[config.mk]
export PLATFORM = sky130hd
export DESIGN_NAME = fetch_stage
export DESIGN_NICKNAME = d
export VERILOG_FILES = /design/src/rtl/fetch_stage.sv
export SDC_FILE = /design/constraint.sdc
export NUM_CORES = 1
export LEC_CHECK = 0
export BUFFER_PORTS_ARGS = -buffer_cell sky130_fd_sc_hd__buf_2
export CAP_MARGIN = 10
export CORE_MARGIN = 1.5
export CORE_UTILIZATION = 30
export CTS_BUF_LIST = sky130_fd_sc_hd__clkbuf_8
export CTS_CLUSTER_DIAMETER = 60
export DETAILED_ROUTE_END_ITERATION = 10
export PLACE_DENSITY_LB_ADDON = 0.3
export SYNTH_ARGS = -nofsm -noshare
export SYNTH_HDL_FRONTEND = slang
export SYNTH_SLANG_ARGS = --single-unit
[constraint.sdc]
create_clock -name clk -period 1.65 [get_ports clk]
set_input_delay 0.165 -clock clk [delete_from_list [all_inputs] [get_ports clk]]
set_output_delay 0.165 -clock clk [all_outputs]
set_load 0.05 [all_outputs]
[src/rtl/fetch_stage.sv]
// Instruction-fetch stage: PC, imem request/ack handshake, one-entry INST register.
// Handles decoder stall and branch redirect, discarding words from killed fetches.
module fetch_stage #(
    parameter int              PC_W     = 8,
    parameter logic [PC_W-1:0] RESET_PC = '0
) (
    input  logic            clk,
    input  logic            rst,
    output logic            imem_req,
    output logic [PC_W-1:0] imem_addr,
    input  logic            imem_ack,
    input  logic [15:0]     imem_rdata,
    input  logic            stall,
    input  logic            br_taken,
    input  logic [PC_W-1:0] br_target,
    output logic [15:0]     INST,
    output logic            inst_valid,
    output logic [PC_W-1:0] inst_pc
);

    typedef enum logic [1:0] {
        IDLE  = 2'd0,
        FETCH = 2'd1,
        DRAIN = 2'd2,
        VALID = 2'd3
    } state_t;

    localparam logic [PC_W-1:0] PC_ONE = {{(PC_W-1){1'b0}}, 1'b1};

    state_t          state;
    logic [PC_W-1:0] pc;

    // Fetch FSM; imem_req and inst_valid are registered alongside the state
    // so they track FETCH/DRAIN and VALID exactly.
    always_ff @(posedge clk or posedge rst) begin
        if (rst) begin
            state      <= IDLE;
            pc         <= RESET_PC;
            imem_addr  <= RESET_PC;
            imem_req   <= 1'b0;
            INST       <= 16'h0000;
            inst_valid <= 1'b0;
            inst_pc    <= '0;
        end else begin
            unique case (state)
                IDLE: begin
                    state    <= FETCH;
                    imem_req <= 1'b1;
                    if (br_taken) begin
                        pc        <= br_target;
                        imem_addr <= br_target;
                    end else begin
                        imem_addr <= pc;
                    end
                end
                FETCH: begin
                    if (imem_ack && !br_taken) begin
                        INST       <= imem_rdata;
                        inst_pc    <= imem_addr;
                        pc         <= imem_addr + PC_ONE;
                        inst_valid <= 1'b1;
                        imem_req   <= 1'b0;
                        state      <= VALID;
                    end else if (imem_ack) begin
                        // word belongs to the killed path; restart at target
                        pc        <= br_target;
                        imem_addr <= br_target;
                    end else if (br_taken) begin
                        // address must stay stable until the old fetch acks
                        pc    <= br_target;
                        state <= DRAIN;
                    end
                end
                DRAIN: begin
                    if (imem_ack) begin
                        state <= FETCH;
                        if (br_taken) begin
                            pc        <= br_target;
                            imem_addr <= br_target;
                        end else begin
                            imem_addr <= pc;
                        end
                    end else if (br_taken) begin
                        pc <= br_target;
                    end
                end
                VALID: begin
                    if (br_taken) begin
                        inst_valid <= 1'b0;
                        pc         <= br_target;
                        imem_addr  <= br_target;
                        imem_req   <= 1'b1;
                        state      <= FETCH;
                    end else if (!stall) begin
                        inst_valid <= 1'b0;
                        imem_addr  <= pc;
                        imem_req   <= 1'b1;
                        state      <= FETCH;
                    end
                end
                default: state <= IDLE;
            endcase
        end
    end

endmodule

# --- Yosys cells after proc, flatten, opt, wreduce, memory -nomap -nowiden ---
# Cells that the tools add are included.
classes:
  n_reduce_logical: 11
  muxes: 25
  addsub: 1
  n_eq_ne: 10
op_table:
  columns: ["operator", "count"]
  rows:
  - ["$mux W8", 8]
  - ["$pmux W8 S4", 1]
  - ["$pmux W8 S2", 1]
  - ["$mux W2", 6]
  - ["$ne A3 B3 Y1 const B", 3]
  - ["$add A8 B1 Y8 const B", 1]
  - ["$ne A2 B2 Y1 const B", 4]
  - ["$pmux W2 S4", 1]
  - ["$reduce_and A4 Y1", 2]
  - ["$mux W1", 6]
  - ["$reduce_and A3 Y1", 2]
  - ["$eq A2 B2 Y1 const B", 2]
  - ["$pmux W1 S3", 1]
  - ["$reduce_bool A3 Y1", 1]
  - ["$reduce_or A3 Y1", 1]
  - ["$eq A2 B1 Y1 const B", 1]
  - ["$logic_not A2 Y1", 1]
  - ["$pmux W1 S2", 1]
  - ["$reduce_and A2 Y1", 1]
  - ["$reduce_bool A2 Y1", 1]
  - ["$logic_and A1 B1 Y1", 1]
  - ["$logic_not A1 Y1", 1]
word_totals:
  wordCells: 54
  reg_bits: 44
  in_bits: 29

# --- Logic depth before layout (Yosys ltp) ---
# Gate-level depths: netlist of the first run.
logic_depth:
  ltp_word: 4
  mapped_depth: 8
  ltp_nobuf: 6

# --- Least setup slack after synthesis of the first run ---
# OpenSTA, ideal clock, no wires.
synth_path:
  kind: "register -> register"
  startpoint: "reg state[1]"
  endpoint: "reg inst_pc[2]"
  arrival_time_ns: 1.554
  path_stages_with_launch: 9
  slack_ns: -0.030
  setup_time_ns: 0.125
  required_ns: 1.525
  path_cell_list: "dfrtp_1 > inv_1 > ha_1 > buf_6 > nand2_2 > or2_1 > buf_6 > buf_6 > mux2_4"
synth_between:
  elab_chain_len: 2
synth_rtl:
  columns: ["element", "line_no", "source"]
  rows:
  - ["from (decl)", "30", "state_t state;"]
  - ["from (signal assigned)", "37", "state <= IDLE;"]
  - ["from (signal assigned)", "47", "state <= FETCH;"]
  - ["from (signal assigned)", "63", "state <= VALID;"]
  - ["$eq A2 B1 Y1", "45", "unique case (state)"]
  - ["$reduce_and A2 Y1 (no line)", null, null]
  - ["to (signal assigned)", "59", "inst_pc <= imem_addr;"]
  - ["to (decl)", "18", "output logic [PC_W-1:0] inst_pc"]
# Every way passes these cells.
# A chain may end at the register's enable or synchronous reset.

# --- Worst setup path after layout of the first run ---
layout_path:
  startpoint: "reg state[1]"
  endpoint: "reg INST[3]"
layout_between:
  elab_chain_len: 2
layout_rtl:
  columns: ["element", "line_no", "source"]
  rows:
  - ["$eq A2 B1 Y1", "45", null]
  - ["$reduce_and A2 Y1 (no line)", null, null]
  - ["to (signal assigned)", "58", "INST <= imem_rdata;"]
  - ["to (decl)", "16", "output logic [15:0] INST,"]
# Every way passes these cells.

==> results.toml, run 1 <==
[logic_synthesis]
synthAdderAreaFrac_pct = 2.92
syn_inst = 184
synth_compound_area_share_pct = 8.87
synthMuxAreaShare_pct = 21.1
synth-xor-area-share_pct = 2.04
synth_top_family_by_area = "multiplexers"
synth-simple-area-share_pct = 9.69
yosysUniqueCellTypes = 28
yosysSeqAreaShare_pct = 51.4
synth_nets = 218
synth.avg_cell_area_um2 = 11.6
ys_seq_elements = 44
synth_area_leaders = "dfrtp_1 (51%), mux2_4 (13%), mux2i_1 (5.1%)"
yosysTopAreaCell = "dfrtp_1"
synth_top_area_share_pct = 51.4
yosysWarnings = 0
synth.cell_area_mm2 = 0.00214

[finish]
drive_gt1_share_pct = 44.4
layout_commonest_cell = "buf_2"
areaGrowthSynthToFinish_pct = 30.1
fillers = 665
final_cell_mix = "buf_2 (62), dfrtp_1 (44), nand2_1 (28), mux2_4 (19), o21ai_0 (18)"
nNetsFinal = 291
n_antenna_cell = 0

[critical_path]
critPathMaxStageDelay_ns = 0.38
reg2reg_from = "state[1]"
critPathBufInv = 2
crit_required_ns = 1.84
r2r_cells = 6
rrSetupSlack_ns = 0.11
crit_slowest_cell = "dfrtp_1"
crit_chain = "inv_1, ha_2, nand2_2, or2_4, clkbuf_16, mux2_4"
path_delay_family = "flip-flops"
critPathArrivalTime_ns = 1.73
criticalPathCategory = "reg -> reg"
crit_fanout = 8
rr_endpoint = "INST[3]"
startpoint_type = "flip-flop"
crit_path_end_kind = "flip-flop"

[routing]
remaining_drc_errors = 0
wl_um = 4440
wl_per_cell_um = 12.6
num_vias = 1542
drt_iter0_drc = 85
via_per_inst = 4.37
dr.pass1.iters = 4
antenna_left = 0

[flow_run]
cap_violations = 0

[sta]
worst_slew_pin_slew_ns = 0.567
finalSetupViolCount = 0
slew_headroom_pct = 62.2
fin_ws_ns = 0.107
hold_viol_final = 0
fin_skew_ns = 0.00394
post-route-period-util_pct = 93.5
final.setup.tns_ns = 0
maxSlewViolCount = 0
fin_crit_ns = 1.54
max_freq_mhz = 648
rsz0062_at_grt = "false"

[clock_network]
cts.hold.buffers_added = 0
clock_latency_ns = 0.29
clockRootBuffer = "clkbuf_8"
clk_pin_slew_ns = 0.08
cts_max_level = 2
tritoncts = "done"
cts_buffers = 5
clock_sinks = 44
clock_path_buffers = 2

[grt]
grt.overflow.total = 0
grt_max_degree = 45
grt_pass1_wl_um = 7400
grt.total_usage_pct = 12.7
antenna_found_initial = 0
grt_pass1_vias = 1476

[power]
power.total_w = 0.00640
power_leakage_nw = 1.38
ir_worst_vdd_v = 0.000586
powerDensity_mw_per_mm2 = 2300

[place]
dp_hpwl_um = 3120
gp_congestion = 0.823
place_ws_ns = 0.0321
port_buffers = 62

[floorplanning]
die-area_mm2 = 0.00766
initial_utilization_pct = 31.2
core-area_mm2 = 0.00687
die_y_um = 87.5
die_x_um = 87.5
row_count = 30
pin_count = 63

[status]
status = "finished, final reports clean"

[hold_path]
min_path_type = "in -> async"
[registers in the layout (all words and copies together) (netlist names)]
signal      count
INST           16
pc              8
inst_valid      1
imem_req        1
inst_pc         8
state           2
imem_addr       8
[Yosys cell counts]
master and n:
dfrtp_1 44, nand2_1 28, mux2_4 19, o21ai_0 18
mux2i_1 11, a21oi_1 9, nor2_1 6, ha_1 5
mux2_2 5, xnor2_1 5, buf_6 4, buf_2 3
inv_1 3, nand2b_1 3, nand3_1 3, nor3_1 3
clkbuf_1 2, o221ai_1 2, or2_2 2, buf_4 1
nand2_2 1, nor2_2 1, o211ai_1 1, o21a_1 1
o22ai_1 1, o2bb2ai_1 1, o31ai_1 1, or2_1 1
[area by class of cell]
cell class	count	area (um2)	share of cell area (%)
Clock buffer	5	68.8	2.47
Clock inverter	2	60.1	2.15
Inverter	3	11.3	0.404
Multi-Input combinational cell	127	961	34.5
Sequential cell	44	1100	39.5
Tap cell	96	120	4.31
Timing Repair Buffer	76	465	16.7
[stage by stage]
stage | std cells | hold slack [ns] | util (%) | instance area (um2)
floorplan | 184 | 0.280 | - | 2150
global placement | 345 | 0.350 | 38.2 | 2620
detailed placement | 345 | 0.348 | 38.2 | 2620
CTS | 352 | 0.0193 | 40.0 | 2750
global route | 353 | 0.0533 | 40.6 | 2790
finish | 353 | 0.00407 | 40.6 | 2790
[worst register-to-register path, cell delays in order, from the launching register on]
cell and delay, ns:
dfrtp_1 0.38, inv_1 0.08, ha_2 0.19, nand2_2 0.05, or2_4 0.26, clkbuf_16 0.17, mux2_4 0.29
[timing repair]
item | CTS | global route
endpoints found under the setup margin | 0 | 26
setup buffers | 0 | 0
resized for setup | 0 | 4
hold endpoints to repair | 0 | 0
[cells by family (layout without fill, tap and decap cells)]
group / after synthesis / count (layout)
AO/OA/AOI/OAI: 34 / 34
XOR/XNOR: 5 / 5
adder cells (fa/ha/maj): 5 / 5
buffers and inverters: 13 / 86
flip-flops: 44 / 44
multiplexers: 35 / 35
AND/OR/NAND/NOR: 48 / 48
[routing by layer]
layer	GRT usage, %	wire length, um	vias up
met5	0	0	-
met3	4.36	304	7
met4	4.33	63	0
met1	18.0	2160	718
li1	-	-	774
met2	17.8	1920	43
[how the worst max path moves through the flow]
stage,start,endpoint,slack [ns],cells past startpoint
after global routing,state[1],imem_addr[7],0.01,8
after CTS,state[1],INST[7],0.01,6
after floorplan,state[1],INST[0],-0.03,8
after detailed placement,state[1],INST[7],0.03,6
after global placement,state[1],INST[8],0.08,6
final,state[1],INST[3],0.11,6
[power by group]
part           leakage, nW  total, W  switching, W  internal [W]
registers            0.528   0.00190      0.000331       0.00157
clock network       0.0642  0.000961      0.000365      0.000596
logic                0.792   0.00354       0.00232       0.00122
(Power assumes the default switching activity.)
==> run 2: changes to the inputs <==
Settings changed: RECOVER_POWER set to 25.
==> run 2 against run 1 <==
Compared with the run above: sequential power is essentially flat; power is essentially flat; critical path depth is the same; maximum frequency is essentially flat; global-route usage is the same; clock skew is essentially flat; hold slack gained 0.090 ns; via count grew 0.19%; die area is the same; cell area is essentially flat; highest routed layer unchanged.
==> results.toml, run 2 (synthesis gave the netlist of run 1 again) <==
[critical_path]
critPathArrivalTime_ns = 1.73
rrSetupSlack_ns = 0.11
critPathBufInv = 2
path_delay_family = "flip-flops"
critPathMaxStageDelay_ns = 0.38
startpoint_type = "flip-flop"
crit_slowest_cell = "dfrtp_1"
reg2reg_from = "state[1]"
crit_path_end_kind = "flip-flop"
crit_fanout = 8
crit_required_ns = 1.83
r2r_cells = 6
criticalPathCategory = "reg -> reg"
worstSetupPathDepth = 6
crit_chain = "inv_1, ha_2, nand2_2, or2_4, clkbuf_16, mux2_4"
rr_endpoint = "INST[3]"

[place]
place_ws_ns = 0.0321
dp_hpwl_um = 3120
gp_congestion = 0.823
port_buffers = 62

[routing]
highest_layer = "met4"
routed-wl-met2_um = 1900
antenna_left = 0
dr.pass1.iters = 4
wl_per_cell_um = 12.6
wl_met3_um = 304
remaining_drc_errors = 0
wl_um = 4440
num_vias = 1545
wirelength_met1_um = 2170
drt_iter0_drc = 82
via_per_inst = 4.38

[sta]
maxSlewViolCount = 0
post-route-period-util_pct = 93.5
rsz0062_at_grt = "false"
hold_viol_final = 0
worst_slew_pin_slew_ns = 1.11
fin_crit_ns = 1.54
fin_skew_ns = 0.00406
slew_headroom_pct = 26.1
max_freq_mhz = 648
fin_ws_ns = 0.107
finalSetupViolCount = 0

[floorplanning]
die-area_mm2 = 0.00766
pin_count = 63
die_x_um = 87.5
initial_utilization_pct = 31.2
row_count = 30
die_y_um = 87.5
core-area_mm2 = 0.00687

[finish]
drive_gt1_share_pct = 44.0
largest_register_ff_count = 16
nNetsFinal = 291
fillers = 665
seqCellArea_mm2 = 0.00110
multiInputGateArea_um2 = 961
n_antenna_cell = 0
top_register = "INST"
areaGrowthSynthToFinish_pct = 29.9
layout_commonest_cell = "buf_2"
final_cell_mix = "buf_2 (62), dfrtp_1 (44), nand2_1 (28), mux2_4 (19), o21ai_0 (18)"

[power]
power.total_w = 0.00640
switchingPower_w = 0.00302
switching_share_pct = 47.1
clock_power_share_pct = 15.0
cellInternalPower_w = 0.00338
seqPwrFrac_pct = 29.7
ir_worst_vdd_v = 0.000586
power_leakage_nw = 1.38
comb_power_share_pct = 55.3
powerDensity_mw_per_mm2 = 2300

[grt]
grt_pass1_wl_um = 7400
grt_max_degree = 45
grt.overflow.total = 0
grt.total_usage_pct = 12.7
antenna_found_initial = 0
grt_pass1_vias = 1476

[clock_network]
tritoncts = "done"
clock_latency_ns = 0.29
clk_pin_slew_ns = 0.08
clock_path_buffers = 2
cts_buffers = 5
clockRootBuffer = "clkbuf_8"
cts_max_level = 2
clock_sinks = 44

[status]
status = "finished, final reports clean"

[hold_path]
hold-path-cell-count = 3
min_to = "pc[4]"
min_path_type = "in -> reg"
hold_start = "br_target[4]"

[flow_run]
cap_violations = 0
## run 2: worst max-delay path by stage
stage	from	end	slack, ns
2_1_floorplan	state[1]	INST[0]	-0.03
3_3_place_gp	state[1]	INST[8]	0.08
3_5_place_dp	state[1]	INST[7]	0.03
4_1_cts	state[1]	INST[7]	0.01
5_1_grt	state[1]	imem_addr[7]	0.01
6_report	state[1]	INST[3]	0.11
## run 2: area by class of cell
cell class                      count  share of cell area (%)
Inverter                            3                   0.404
Timing Repair Buffer               76                    16.6
Clock inverter                      2                    2.16
Clock buffer                        5                    2.47
Sequential cell                    44                    39.5
Multi-Input combinational cell    127                    34.5
Tap cell                           96                    4.31
## run 2: power by group through the flow
stage	clock [W]	sequential (W)	combinational [W]
6_report	0.000960	0.00190	0.00354
5_1_grt	0.00104	0.00199	0.00379
4_1_cts	0.000991	0.00192	0.00354
3_5_place_dp	0	0.00193	0.00354
3_3_place_gp	0	0.00193	0.00349
2_1_floorplan	0	0.00339	0.00122
## run 2: routing by layer
metal | track usage [%] | up-vias
li1 | - | 774
met1 | 18.0 | 721
met2 | 17.8 | 43
met3 | 4.36 | 7
met4 | 4.33 | 0
met5 | 0 | -
## run 2: repair_timing
item | 4_1_cts | 5_1_grt
resized for setup | 0 | 4
setup endpoints to repair | 0 | 26
setup buffers | 0 | 0
hold buffers | 0 | 0
## run 2: tightest hold or removal path, stage by stage
cell	delay [ns]
buf_2	0.09
nand2_1	0.04
o21ai_0	0.05
## run 2: through the flow
stage | instance area [um2] | setup TNS [ns] | util [%] | hold WS, ns | cells
6_report | 2790 | 0 | 40.5 | 0.0936 | 353
5_1_grt | 2790 | 0 | 40.5 | 0.0741 | 353
2_1_floorplan | 2150 | -0.529 | - | 0.280 | 184
4_1_cts | 2750 | 0 | 40.0 | 0.0193 | 352
3_5_place_dp | 2620 | 0 | 38.2 | 0.348 | 345
3_3_place_gp | 2620 | 0 | 38.2 | 0.350 | 345
